File: src/rtl/pc_fetch_server.sv
// PC register plus 256x16 synchronous program memory answering fetch requests
// after READ_LAT cycles, with a program-load write port.
module pc_fetch_server #(
   parameter int          READ_LAT = 2,
   parameter logic [7:0]  PC_RESET = 8'h00
) (
   input  logic        clk,
   input  logic        rst,
   input  logic        en_ram_in,
   input  logic        en_pc_pulse,
   input  logic [1:0]  pc_ctrl,
   input  logic [7:0]  offset_addr,
   input  logic        prog_we,
   input  logic [7:0]  prog_addr,
   input  logic [15:0] prog_data,
   output logic [15:0] ins,
   output logic        en_ram_out,
   output logic [7:0]  pc_out,
   output logic        busy,
   output logic        req_drop
);

   typedef enum logic [1:0] {IDLE, WAIT, RESP} state_t;

   localparam logic [1:0] LAT_M1 = 2'(READ_LAT - 1);

   state_t      state_q, state_d;
   logic [1:0]  cnt_q, cnt_d;
   logic        accept;
   logic [7:0]  pc_q, pc_d;
   logic [15:0] rd_q, ins_hold;
   logic [15:0] mem [256];

   always_comb begin
      state_d = state_q;
      cnt_d   = cnt_q;
      accept  = 1'b0;
      case (state_q)
         IDLE, RESP: begin
            if (en_ram_in) begin
               accept  = 1'b1;
               cnt_d   = LAT_M1;
               state_d = (READ_LAT == 1) ? RESP : WAIT;
            end else begin
               state_d = IDLE;
            end
         end
         WAIT: begin
            cnt_d = cnt_q - 2'd1;
            if (cnt_d == 2'd0) state_d = RESP;
         end
         default: state_d = IDLE;
      endcase
   end

   always_comb begin
      pc_d = pc_q;
      if (en_pc_pulse) begin
         case (pc_ctrl)
            2'b01:   pc_d = pc_q + 8'd1;
            2'b10:   pc_d = offset_addr;
            2'b11:   pc_d = pc_q + offset_addr;
            default: pc_d = pc_q;
         endcase
      end
   end

   always_ff @(posedge clk) begin
      if (!rst) begin
         state_q  <= IDLE;
         cnt_q    <= 2'd0;
         pc_q     <= PC_RESET;
         ins_hold <= 16'h0000;
         req_drop <= 1'b0;
      end else begin
         state_q  <= state_d;
         cnt_q    <= cnt_d;
         pc_q     <= pc_d;
         req_drop <= (state_q == WAIT) && en_ram_in;
         if (state_q == RESP) ins_hold <= rd_q;
      end
   end

   // Read is captured on the accepting edge, so later writes or PC moves
   // cannot affect a fetch already in flight; same-edge write returns old data.
   always_ff @(posedge clk) begin
      if (accept) rd_q <= mem[pc_q];
      if (prog_we) mem[prog_addr] <= prog_data;
   end

   assign ins        = (state_q == RESP) ? rd_q : ins_hold;
   assign en_ram_out = (state_q == RESP);
   assign busy       = (state_q == WAIT);
   assign pc_out     = pc_q;

endmodule
File: config.mk
export PLATFORM = sky130hd
export DESIGN_NAME = pc_fetch_server
export DESIGN_NICKNAME = d
export VERILOG_FILES = /design/src/rtl/pc_fetch_server.sv
export SDC_FILE = /design/constraint.sdc
export NUM_CORES = 2
export LEC_CHECK = 0
export BUFFER_PORTS_ARGS = -buffer_cell sky130_fd_sc_hd__buf_2
export CAP_MARGIN = 20
export CORE_MARGIN = 3
export CORE_UTILIZATION = 57
export DETAILED_ROUTE_END_ITERATION = 12
export GPL_TIMING_DRIVEN = 0
export PLACE_DENSITY_LB_ADDON = 0.08
export SYNTH_ARGS = -nofsm -noshare
export SYNTH_HDL_FRONTEND = slang
export SYNTH_SLANG_ARGS = --single-unit
File: constraint.sdc
create_clock -name clk -period 2.34 [get_ports clk]
set_input_delay 0.234 -clock clk [delete_from_list [all_inputs] [get_ports clk]]
set_output_delay 0.234 -clock clk [all_outputs]
set_load 0.005 [all_outputs]
==> results.cfg <==
[outcome]
status = complete, but fails checks
violations = DRC, setup timing

[placed_design]
dp_slack_ps = -3630
port_buffers = 60
globalplace.congestion = 1.02
placed_cells = 11167
hpwl_um = 371000

[synth]
synthArstFlopShare_pct = 0
yosysUniqueCellTypes = 67
synth-adder-area-share_pct = 0.0754
avgSynthCellArea_um2 = 22.4
syn_nets = 7150
syn-cell-area_um2 = 159000
ys_seq_area_share_pct = 77.8
ys.flop_type = edfxtp_1
synthMuxAreaShare_pct = 15.2
synth_top_family_by_area = multiplexers
yosys_warnings = 0
synth-edff-count = 4112
ys_ff_latch = 4141
synth-compound-area-share_pct = 3.13
netlist_instances = 7102
synth_xor_area_share_pct = 0.0110
yosys.area_share.simple_pct = 1.91

[finish]
area_growth_syn_to_layout_pct = 20.2
fillers = 16842
drive_gt1_share_pct = 35.9
final_util_pct = 69.1
layout.cells.non_filler = 12172
nNetsFinal = 8158

[cts]
htreeDepth = 5
cts-buffers-inserted = 414
clock_path_buffers = 4
root_buffer = clkbuf_16
tritoncts = yes
clock_sinks = 4141
clk_pin_slew_worst_paths_ps = 70
clk_latency_ps = 950

[power_and_ir_drop]
p_leak_nw = 59.6
vdd_drop_max_mv = 0.742
switching_power_mw = 37.9
seqPwrFrac_pct = 50.3
pwr-share-clk_pct = 40.6
finalPower_mw = 163
power_density_nw_per_um2 = 849
comb_power_share_pct = 9.1
sw_frac_of_total_pct = 23.3
p_int_mw = 125

[sta]
relSlewSlack_pct = 19.6
timing.setup.tns_ps = -31240
tightest_slew_ps = 1210
timing.fmax_ghz = 0.259
rsz0062_at_grt = true
final_max_slew_viol_count = 0
worst_slack_ps = -1520
final.period_utilization_pct = 165
setup_viol = 229
fin_skew_ps = 33.5
hold_violations = 0
fin_crit_ps = 3860

[floorplan]
coreArea_um2 = 277000
dieHeight_um = 535
io_pins = 66
rows = 193
initial_core_util_pct = 57.4
die_x_um = 535
dieArea_um2 = 286000

[setup_path]
start_kind = flop
arrival_ps = 4550
worstPathMaxFanout = 10
critPathKind = flop to flop
crit_required_ps = 3030
crit_path_end_kind = flop

[grt]
antenna_found_initial = 33
grt_max_degree = 161
grtUsageTotal_pct = 38.4
grt_pass1_wl_um = 728000
grt_pass1_vias = 82230
overflow = 0

[routing]
wl_um = 549000
final_antenna_net_count = 0
drc = 1
vias = 86389
firstDrtPassIters = 12
drtIter0Drc = 16343
wire_per_inst_um = 45.1
viasPerCell = 7.10

[job]
drv_cap = 0

[min_path]
min_path_type = input port to flop
==> registers in the layout, indices dropped and copies added, names as in the netlist <==
signal	flops
rd_q	16
pc_out	8
mem	4096
state_q	2
req_drop	1
cnt_q	2
ins_hold	16
==> cell type report <==
cell class	count	area (um2)	area share, %
Inverter	10	41.3	0.0215
Antenna cell	20	50.0	0.0261
Clock buffer	521	11000	5.76
Buffer	406	4990	2.61
Tap cell	3705	4640	2.42
Timing Repair Buffer	606	8690	4.54
Multi-Input combinational cell	2531	35800	18.7
Sequential cell	4141	124000	64.8
Clock inverter	232	2290	1.19
==> layer usage <==
layer / up-vias / GRT usage (%) / part of all wire [%]
met2: 6915 / 53.7 / 43
met3: 1318 / 14.2 / 15
met1: 45706 / 52.4 / 35
met4: 10 / 22.6 / 7.1
li1: 32440 / - / -
met5: - / 0 / 0.044
==> power groups by stage <==
stage | registers (mW) | clock network (mW) | logic (mW)
6_report | 81.9 | 66.1 | 14.8
5_1_grt | 81.8 | 69.2 | 14.8
4_1_cts | 81.9 | 66.1 | 13.7
3_5_place_dp | 83.4 | 0 | 12.2
3_3_place_gp | 83.7 | 0 | 11.6
2_1_floorplan | 83.4 | 0 | 5.68
==> repair_timing <==
action	in CTS	in global routing
buffers inserted	99	102
endpoints found under the setup margin	1314	478
endpoints found under the hold margin	1412	0
gates resized for setup	904	200
pin swaps	95	78
gates cloned	6	4
hold buffers	35	0
==> worst paths after layout <==
path                start           end  slack (ps)  cells past startpoint
max             pc_out[0]       rd_q[9]       -1520                      9
min reg2reg      cnt_q[0]      cnt_q[0]         540                      2
max reg2reg     pc_out[0]       rd_q[9]       -1520                      9
min          prog_addr[1]  mem[251][12]         110                      3
==> cells by family after synthesis <==
kind of cell | count (synthesis)
buf+inv | 430
xor+xnor | 2
fa+ha+maj | 9
mux | 1178
flops | 4141
simple gates | 626
compound gates | 716
==> critical path: stages (launching register included) <==
cell,delay [ps]
dfxtp_4,360
buf_12,210
buf_16,200
buf_12,200
buf_8,280
mux4_2,290
o22ai_1,240
nor4_4,480
nand4_1,660
nor3_4,630
==> cell usage after synthesis, types with 49 or more instances <==
| library cell | n | share of area [%] |
|---|---|---|
| a211oi_1 | 78 | 0.37 |
| a21oi_1 | 128 | 0.40 |
| a22oi_1 | 182 | 0.86 |
| buf_2 | 135 | 0.42 |
| buf_6 | 75 | 0.53 |
| clkbuf_1 | 124 | 0.29 |
| edfxtp_1 | 4112 | 77 |
| mux2_2 | 49 | 0.35 |
| mux2i_1 | 169 | 1.1 |
| mux4_1 | 87 | 1.4 |
| mux4_2 | 873 | 12 |
| nand2_1 | 79 | 0.19 |
| nor2_1 | 309 | 0.73 |
| o22ai_1 | 150 | 0.59 |
==> per-stage QoR <==
stage	instance area, um2	hold WS (ps)
final	192000	111
after global routing	192000	123
after CTS	190000	39.8
after detailed placement	171000	477
after global placement	164000	476
after floorplan	159000	333
==> cell usage in the layout, fill, tap and decap left out, drive strengths merged, types with 9 or more instances in the layout <==
cell type,instances
inv,15
nor2,311
dfxtp,29
a211oi,83
nor3,13
dlygate4sd3,35
diode,20
a21oi,128
mux4,960
clkinvlp,14
nor2b,45
o21ai,44
bufinv,40
a221oi,30
o22ai,150
nand2,79
and2,21
nand3,42
a22oi,182
clkbuf,647
mux2i,169
o2bb2ai,15
edfxtp,4112
mux2,49
o211ai,14
nor4,53
buf,844
nand4,20
a22o,31
clkinv,173
nor4b,9
No activity file was read; power rests on OpenSTA's default activity.
